--- src/rtl/fwd_hazard_ctrl.sv ---
// fwd_hazard_ctrl
//   Operand-forwarding and load-use hazard control. It sits between decode and the
//   ID/EX pipeline register. A small shadow pipeline follows the destination tags of the
//   instructions in the EX and MEM slots. Those tags are compared against the decode-stage
//   sources. The forwarding selects are registered so that they are valid during the
//   consumer's EX cycle. The load-use stall is combinational.
//
//   Optional build macro: FWD_STATS_EN adds saturating forward/stall statistics counters.
//
// Ports
//   clk, rst_n          clock (rising edge), asynchronous active-low reset
//   id_valid            decode slot holds a real instruction
//   id_rs, id_rt        source A / source B register addresses
//   id_use_rs/rt        instruction actually reads rs / rt
//   id_rd, id_reg_write destination register and its write enable
//   id_is_load          instruction is a load
//   flush               taken branch/jump, kills the decode slot
//   freeze              memory stall, whole pipeline holds
//   stall               load-use stall to fetch/decode (zero latency)
//   EX_MEM_A, MEM_WB_A  operand A forward selects (registered)
//   EX_MEM_B, MEM_WB_B  operand B / store-data forward selects (registered)
//   fwd_count           (FWD_STATS_EN) instructions that received any forward
//   stall_count         (FWD_STATS_EN) load-use stall cycles taken
module fwd_hazard_ctrl #(
   parameter int unsigned REG_AW = 3,
   parameter int unsigned CNT_W  = 16
) (
   input  logic              clk,
   input  logic              rst_n,
   input  logic              id_valid,
   input  logic [REG_AW-1:0] id_rs,
   input  logic [REG_AW-1:0] id_rt,
   input  logic              id_use_rs,
   input  logic              id_use_rt,
   input  logic [REG_AW-1:0] id_rd,
   input  logic              id_reg_write,
   input  logic              id_is_load,
   input  logic              flush,
   input  logic              freeze,
   output logic              stall,
   output logic              EX_MEM_A,
   output logic              MEM_WB_A,
   output logic              EX_MEM_B,
   output logic              MEM_WB_B
`ifdef FWD_STATS_EN
   ,
   output logic [CNT_W-1:0]  fwd_count,
   output logic [CNT_W-1:0]  stall_count
`endif
);

   // Shadow pipeline: instruction in EX and instruction in MEM.
   logic              ex_v, ex_wr, ex_ld;
   logic [REG_AW-1:0] ex_rd;
   logic              mem_v, mem_wr;
   logic [REG_AW-1:0] mem_rd;

   logic hit_ex_rs, hit_ex_rt, hit_mem_rs, hit_mem_rt;
   logic id_live;
   logic ex_mem_a_d, mem_wb_a_d, ex_mem_b_d, mem_wb_b_d;

   always_comb begin
      hit_ex_rs  = ex_v & ex_wr & (ex_rd == id_rs);
      hit_ex_rt  = ex_v & ex_wr & (ex_rd == id_rt);
      hit_mem_rs = mem_v & mem_wr & (mem_rd == id_rs);
      hit_mem_rt = mem_v & mem_wr & (mem_rd == id_rt);

      id_live = id_valid & ~flush;

      stall = id_live & ~freeze & ex_ld &
              ((id_use_rs & hit_ex_rs) | (id_use_rt & hit_ex_rt));

      // The younger producer (EX) takes precedence over the older one (MEM).
      ex_mem_a_d = id_live & id_use_rs & hit_ex_rs;
      mem_wb_a_d = id_live & id_use_rs & hit_mem_rs & ~hit_ex_rs;
      ex_mem_b_d = id_live & id_use_rt & hit_ex_rt;
      mem_wb_b_d = id_live & id_use_rt & hit_mem_rt & ~hit_ex_rt;
   end

   always_ff @(posedge clk or negedge rst_n) begin
      if (!rst_n) begin
         ex_v     <= 1'b0;
         ex_rd    <= '0;
         ex_wr    <= 1'b0;
         ex_ld    <= 1'b0;
         mem_v    <= 1'b0;
         mem_rd   <= '0;
         mem_wr   <= 1'b0;
         EX_MEM_A <= 1'b0;
         MEM_WB_A <= 1'b0;
         EX_MEM_B <= 1'b0;
         MEM_WB_B <= 1'b0;
      end else if (!freeze) begin
         mem_v  <= ex_v;
         mem_rd <= ex_rd;
         mem_wr <= ex_wr;
         if (stall) begin
            // Decode is held; a bubble enters EX behind the load.
            ex_v     <= 1'b0;
            ex_wr    <= 1'b0;
            ex_ld    <= 1'b0;
            EX_MEM_A <= 1'b0;
            MEM_WB_A <= 1'b0;
            EX_MEM_B <= 1'b0;
            MEM_WB_B <= 1'b0;
         end else begin
            ex_v     <= id_live;
            ex_rd    <= id_rd;
            ex_wr    <= id_reg_write;
            ex_ld    <= id_is_load;
            EX_MEM_A <= ex_mem_a_d;
            MEM_WB_A <= mem_wb_a_d;
            EX_MEM_B <= ex_mem_b_d;
            MEM_WB_B <= mem_wb_b_d;
         end
      end
   end

`ifdef FWD_STATS_EN
   logic any_fwd;

   // Selects can only load a 1 on a normal (non-stall) edge; stall already excludes freeze.
   assign any_fwd = ~stall & (ex_mem_a_d | mem_wb_a_d | ex_mem_b_d | mem_wb_b_d);

   always_ff @(posedge clk or negedge rst_n) begin
      if (!rst_n) begin
         fwd_count   <= '0;
         stall_count <= '0;
      end else if (!freeze) begin
         if (any_fwd && !(&fwd_count)) begin
            fwd_count <= fwd_count + 1'b1;
         end
         if (stall && !(&stall_count)) begin
            stall_count <= stall_count + 1'b1;
         end
      end
   end
`else
   // Counter width is only meaningful when statistics are built in.
   logic [CNT_W-1:0] unused_cnt_w;
   assign unused_cnt_w = '0;
`endif

endmodule

--- config.mk ---
export PLATFORM = sky130hd
export DESIGN_NAME = fwd_hazard_ctrl
export DESIGN_NICKNAME = d
export VERILOG_FILES = /design/src/rtl/fwd_hazard_ctrl.sv
export SDC_FILE = /design/constraint.sdc
export NUM_CORES = 1
export LEC_CHECK = 0
export ABC_AREA = 1
export CAP_MARGIN = 0
export CORE_UTILIZATION = 50
export CTS_CLUSTER_DIAMETER = 80
export DETAILED_ROUTE_END_ITERATION = 10
export MAX_ROUTING_LAYER = met4
export PLACE_DENSITY = 0.91
export SETUP_SLACK_MARGIN = 0.3
export SYNTH_ARGS = -nofsm -noshare
export SYNTH_HDL_FRONTEND = slang
export SYNTH_SLANG_ARGS = --single-unit
--- constraint.sdc ---
create_clock -name clk -period 1.8 [get_ports clk]
set_input_delay 0.18 -clock clk [delete_from_list [all_inputs] [get_ports clk]]
set_output_delay 0.18 -clock clk [all_outputs]
set_load 0.01 [all_outputs]
==> metrics.md <==
| Metric | Value |
|---|---|
| Port-buffer cells | `22` |
| Kind of critical path | `reg2out` |
| Root buffer cell | `sky130_fd_sc_hd__clkbuf_4` |
| Max Buffers Root-to-Sink | `2` |
| GRT Total Usage | `between 20% and 30%` |
| F_max | `~610 MHz` |
| Total standard cell area after synthesis | `884.6 sq um` |
| Worst Setup Start Kind | `flop` |
| DRC violation count after routing | `0` |
| # clock sinks | `15` |
| Total leakage power | `approximately 0.63 nW` |
| Setup repair after global routing missed its margin | `true` |
| Starting DRC count in detailed routing | `38` |
| Number of different library cells in the post-synthesis netlist | `19` |
| Per-cell routed wire length | `11.80 um` |
| Fraction of final layout cells with drive strength greater than 1 | `17.42%` |
| Via count normalized by instance count | `approximately 5.2` |
| Clock transition at the registers of the reported paths | `roughly 0.1 ns` |
| Data required time at the worst endpoint | `1.62 ns` |
| Number of buffers and inverters on the critical path | `3` |
| Worst reg2reg path startpoint | `ex_rd[0]` |
| Initial Utilization | `56.11%` |
| CP Cell Sequence | `inv_2, nand2_1, nand2_1, nor2_2, nand3_2, nand2_1, nand2_2, inv_1, buf_2` |
| Final hold viol count | `0` |
| R2r endpoint | `MEM_WB_B` |
| Floorplan die area | `0.001941 sq mm` |
| Horizontal die dimension | `roughly 44 um` |
| Crit path DAT | `1.45 ns` |
| DP HPWL | `1.417 mm` |
| Biggest registers after layout | `ex_rd (3), mem_rd (3)` |
| Share of synthesized area occupied by flip-flops and latches | `a little over two fifths` |
| N_diodes | `0` |
| Weighted congestion at the end of routability-driven global placement | `0.9156` |
| Critical Path Stages | `9` |
| Synthesized area divided by synthesized cell count | `7.192 sq um` |
| Timing startpoint of the critical path | `ex_rd[0]` |
| Total Power Consumption | `0.7475 mW` |
| Number of core rows | `14` |
| Largest net degree at the start of global routing | `18` |
| Power Density | `624.9 mW/mm^2` |
| Number of antenna violations at the first check in global routing | `0` |
| Flop-to-flop setup slack | `0.38 ns` |
| Hold crit path type | `in2async` |
| Number of top-level pins | `23` |
| Cell seen most often among critical-path stages | `sky130_fd_sc_hd__nand2_1` |
| CP max FO | `5` |
| Core ar. | `0.001577 sq mm` |
| Worst-skew pair later-pin latency | `0.29 ns` |
| Setup-failing EPs final | `0` |
| CTS tree | `built` |
| IR Drop Worst-Case VDD | `0.0005913 V` |
| Worst Tran Pin Value | `0.6783 ns` |
| Worst reg-to-reg path cell count | `10` |
| Worst clock skew | `approximately 0.009 ns` |
| Final design area excluding fillers | `0.001196 sq mm` |
| Global-route wire length before repair | `3.105 mm` |
| Kind of end point of the critical path | `output pin` |
| Gate count of the mapped netlist | `123` |
| First-pass detailed-route iteration total | `7` |
| Yosys warning count | `0` |
| Number of buffers created by CTS | `3` |
| Via count of the first global-routing pass | `759` |
| Delay of the slowest cell on the worst path | `0.45 ns` |
| Remaining antenna violation count after routing | `0` |
| Final total negative setup slack | `0 ns` |
| Share of the clock period used by the worst path after layout | `90.39%` |
| Final Slew Violations | `0` |
| Syn_nets | `~140` |
| Top delay family on crit path | `simple AND/OR/NAND/NOR gates` |
| CP max stage cell | `sky130_fd_sc_hd__dfrtp_1` |
| Min Tclk post-route | `1.627 ns` |
| Via count | `892` |
| Relative area change from synthesis to final layout | `35.22%` |
| Status | `finished, final reports clean` |
| Level count of the clock H-tree | `1` |
| Count of maximum capacitance violations | `0` |
| Die outline height | `44.06 um` |
| Total wire length after detailed routing | `2.018 mm` |
| Instance area at placement | `0.001144 sq mm` |
| Residual overflow from global routing | `0` |
| Worst relative slew slack | `54.64%` |
| Synth Register Bits | `15` |
| Critical path destination | `stall` |
| Number of nets in the layout | `around 170` |
cells by family after synthesis:
family | Yosys count | share of synthesized area [%]
XOR/XNOR | 5 | 4.951
AND/OR/NAND/NOR | 80 | 39.60
buffers and inverters | 18 | 10.18
AO/OA/AOI/OAI | 5 | 2.828
flip-flops | 15 | 42.43
worst min-delay path by stage:
stage / startpoint / endpoint / slack [ns] / depth (start not counted)
2_1_floorplan: rst_n / EX_MEM_A / -0.12 / 0
3_3_place_gp: ex_ld / ex_ld / 0.46 / 2
3_5_place_dp: ex_ld / ex_ld / 0.47 / 2
4_1_cts: rst_n / mem_rd[1] / 0.31 / 1
5_1_grt: rst_n / mem_rd[1] / 0.35 / 1
6_report: rst_n / mem_rd[1] / 0.28 / 1
layout by cell type, fill, tap and decap left out, drive strengths merged:
cell | synthesis | routed
nand3 | 12 | 12
xnor2 | 2 | 2
nor3 | 1 | 1
nor2 | 12 | 12
and2 | 2 | 2
clkdlybuf4s50 | 0 | 21
nand3b | 2 | 2
nor3b | 2 | 2
clkbuf | 0 | 3
buf | 3 | 10
nand2 | 49 | 49
dfrtp | 15 | 15
o21ai | 5 | 5
xor2 | 3 | 3
clkinv | 1 | 2
inv | 14 | 14
power breakdown:
part / switching, mW / leakage [nW] / total, mW / internal (mW)
logic: 0.0791 / 0.424 / 0.160 / 0.0811
clock network: 0.119 / 0.0177 / 0.202 / 0.0827
registers: 0.0244 / 0.193 / 0.385 / 0.361
metal layers:
| layer | share of wire (%) | wire length, um | GRT usage (%) | up-vias |
|---|---|---|---|---|
| met5 | 0 | 0 | - | - |
| met4 | 2.4 | 48 | 12.12 | 0 |
| met3 | 7.2 | 145 | 6.122 | 8 |
| met2 | 45 | 909 | 36.47 | 41 |
| met1 | 45 | 915 | 28.34 | 403 |
| li1 | - | - | - | 440 |
synth_stat cells, drive strengths merged:
cell type,count,area (sq um)
nand2,49,186.4
dfrtp,15,375.4
inv,14,52.55
nand3,12,65.06
nor2,12,50.05
o21ai,5,25.02
buf,3,33.78
xor2,3,26.28
and2,2,13.77
nand3b,2,15.01
nor3b,2,15.01
xnor2,2,17.52
clkinv,1,3.750
nor3,1,5.000
layout make-up:
class                           count  area (sq um)
Clock buffer                        3         22.52
Clock inverter                      1         5.005
Fill cell                         113         380.4
Inverter                           15         56.30
Multi-Input combinational cell     90         434.2
Sequential cell                    15         375.4
Tap cell                           16         20.02
Timing Repair Buffer               31         282.8
through the flow:
| step | hold slack, ns | util [%] | instances | worst slack, ns |
|---|---|---|---|---|
| 2_1_floorplan | -0.1156 | - | 123 | 0.5532 |
| 3_5_place_dp | 0.4691 | 72.54 | 165 | -0.1863 |
| 5_1_grt | 0.3523 | 75.87 | 171 | 0.09737 |
| 3_3_place_gp | 0.4565 | 72.54 | 165 | -0.1466 |
| 6_report | 0.2846 | 75.87 | 171 | 0.1729 |
| 4_1_cts | 0.3084 | 74.76 | 170 | 0.1922 |
what timing repair did:
item / in CTS / in global routing
setup endpoints to repair: 1 / 6
gates cloned: 0 / 0
pin swaps: 5 / 4
hold buffers: 0 / 0
resized for setup: 6 / 3
buffers inserted: 1 / 1
No activity file was read; power rests on OpenSTA's default activity.
==> patch: new RTL, same settings <==
Build with the macro `FWD_STATS_EN` defined.
--- a/src/rtl/fwd_hazard_ctrl.sv
+++ b/src/rtl/fwd_hazard_ctrl.sv
@@ -21,6 +21,8 @@
 //   EX_MEM_B, MEM_WB_B  operand B / store-data forward selects (registered)
 //   fwd_count           (FWD_STATS_EN) instructions that received any forward
 //   stall_count         (FWD_STATS_EN) load-use stall cycles taken
+`define FWD_STATS_EN
+
 module fwd_hazard_ctrl #(
    parameter int unsigned REG_AW = 3,
    parameter int unsigned CNT_W  = 16
Check against the original RTL (old outputs only; new: fwd_count and stall_count): equivalent (equiv_simple and equiv_induct, registers matched by name and starting in step).
==> patch against the unedited design <==
- critical path depth rose by 4
- fmax fell by 8.7%
- wire length rose to 4.2 times the old value
- setup slack got worse by 0.16 ns
- global-route usage rose by 3.1 points
- synthesized area rose to 3.2 times the old value
- final area rose to 3.5 times the old value
- power rose to 2.9 times the old value
- worst hold slack improved by 0.078 ns
- sequential cell count rose by 32
- clock power rose to 3.6 times the old value
- register-to-register slack got worse by 0.36 ns
- largest cell class unchanged
==> patch: results (changes against the unedited design) <==
Yosys
The sequential area share after synthesis is 41.4% (-1.1 points). By count the netlist is led by sky130_fd_sc_hd__nand2_1 (127), sky130_fd_sc_hd__dfrtp_1 (47), sky130_fd_sc_hd__nand3_1 (34), sky130_fd_sc_hd__inv_1 (33), sky130_fd_sc_hd__nor2_1 (32). After synthesis, the cell types taking the most area are sky130_fd_sc_hd__dfrtp_1 (41%), sky130_fd_sc_hd__nand2_1 (17%), sky130_fd_sc_hd__nand3_1 (6.0%). The net count after synthesis came to 403 (+190%). The adder-cell area share of the yosys netlist came to 0.880% (+0.88 points).

The synthesized area per cell came to 7.42 sq um (+3.2%). The xor-xnor portion of the synthesized cell area is 9.82% (+4.9 points).

Critical path
The maximum cell stage delay along the critical path is 0.39 ns (-0.06 ns). The data arrival time of the critical path is 1.98 ns (+0.53 ns). The largest fanout of any net on the critical path was 8 (+3).

The terminus of the critical flop-to-flop path is fwd_count[11]. The most critical setup path has its endpoint at fwd_count[11]. The launch point of the critical path is ex_rd[2].

Die
The die outline area was 5990 sq um (+210%).

Detailed routing
The met3 wire length came to 534 microns (+270%). The sum of met2 wire segment lengths after detailed routing is 4250 microns (+370%). The total wire length was 8410 microns (+320%). The met1 layer wirelength in the final routing was 3350 microns (+270%). The via count is 3044 (+240%).

CTS
The H-tree depth is 2 (+1). The total of cells resized after clock tree synthesis is 33 (+27). The number of buffers added by the clock tree synthesis step is 5 (+2). The root buffer cell is sky130_fd_sc_hd__clkbuf_8. The number of buffers inserted by hold repair at cts was 1 (+1).

Power and ir drop
The largest vdd supply drop was 0.361 mV (-39%).

Placement
The count of placed standard cells including taps is 523 (+220%). The last weighted congestion value of the routability-driven placer is 0.910 (-0.58%). The placed instance area is 3640 sq um (+220%). The count of buffers inserted at the top-level ports is 54 (+150%). The setup slack at placement is -0.304 ns (-0.117 ns).

Timing
The setup clock skew after layout is 0.0105 ns (+0.00129 ns). The minimum clock period after layout is 1.78 ns (+0.156 ns). The pin slew with the least headroom to its limit was 0.510 ns (-0.168 ns).

The minimum hold slack is 0.362 ns (+0.0778 ns).

GRT
The met2 usage in global routing came to 45.8% (+9.4 points). The met3 usage in global routing was 4.35% (-1.8 points). The global-route wire length before repair was 12200 microns (+290%). The via count of the first global-routing pass came to 2742 (+260%). The largest net degree at the start of global routing is 29 (+11).

Finish
The number of ordinary and repair buffers in the finished layout is 105 (+240%). The number of signal-net inverters in the final layout was 38 (+23). The final non-filler cell total is 560 (+230%).

The number of fill cells is 351 (+210%). The number of nets in the layout is 507 (+190%). The layout clock buffer count is 7 (+4). The number of sequential cells in the layout is 47 (+32).

Outcome
The run finished with clean final reports.
## patch: cell count changes after synthesis, moves of 3 or more
cell	before	now
sky130_fd_sc_hd__a21oi_1	0	4
sky130_fd_sc_hd__dfrtp_1	15	47
sky130_fd_sc_hd__inv_1	11	33
sky130_fd_sc_hd__nand2_1	48	127
sky130_fd_sc_hd__nand3_1	11	34
sky130_fd_sc_hd__nand4_1	0	5
sky130_fd_sc_hd__nor2_1	10	32
sky130_fd_sc_hd__nor2_4	0	3
sky130_fd_sc_hd__nor3_1	1	10
sky130_fd_sc_hd__o21ai_0	5	17
sky130_fd_sc_hd__o21ai_1	0	14
sky130_fd_sc_hd__xnor2_1	2	13
sky130_fd_sc_hd__xor2_1	3	17
## patch: where the power goes
part           total (uW)  switching (uW)  internal [uW]
clock network         721             371            350
registers            1120            34.3           1090
logic                 320             165            154
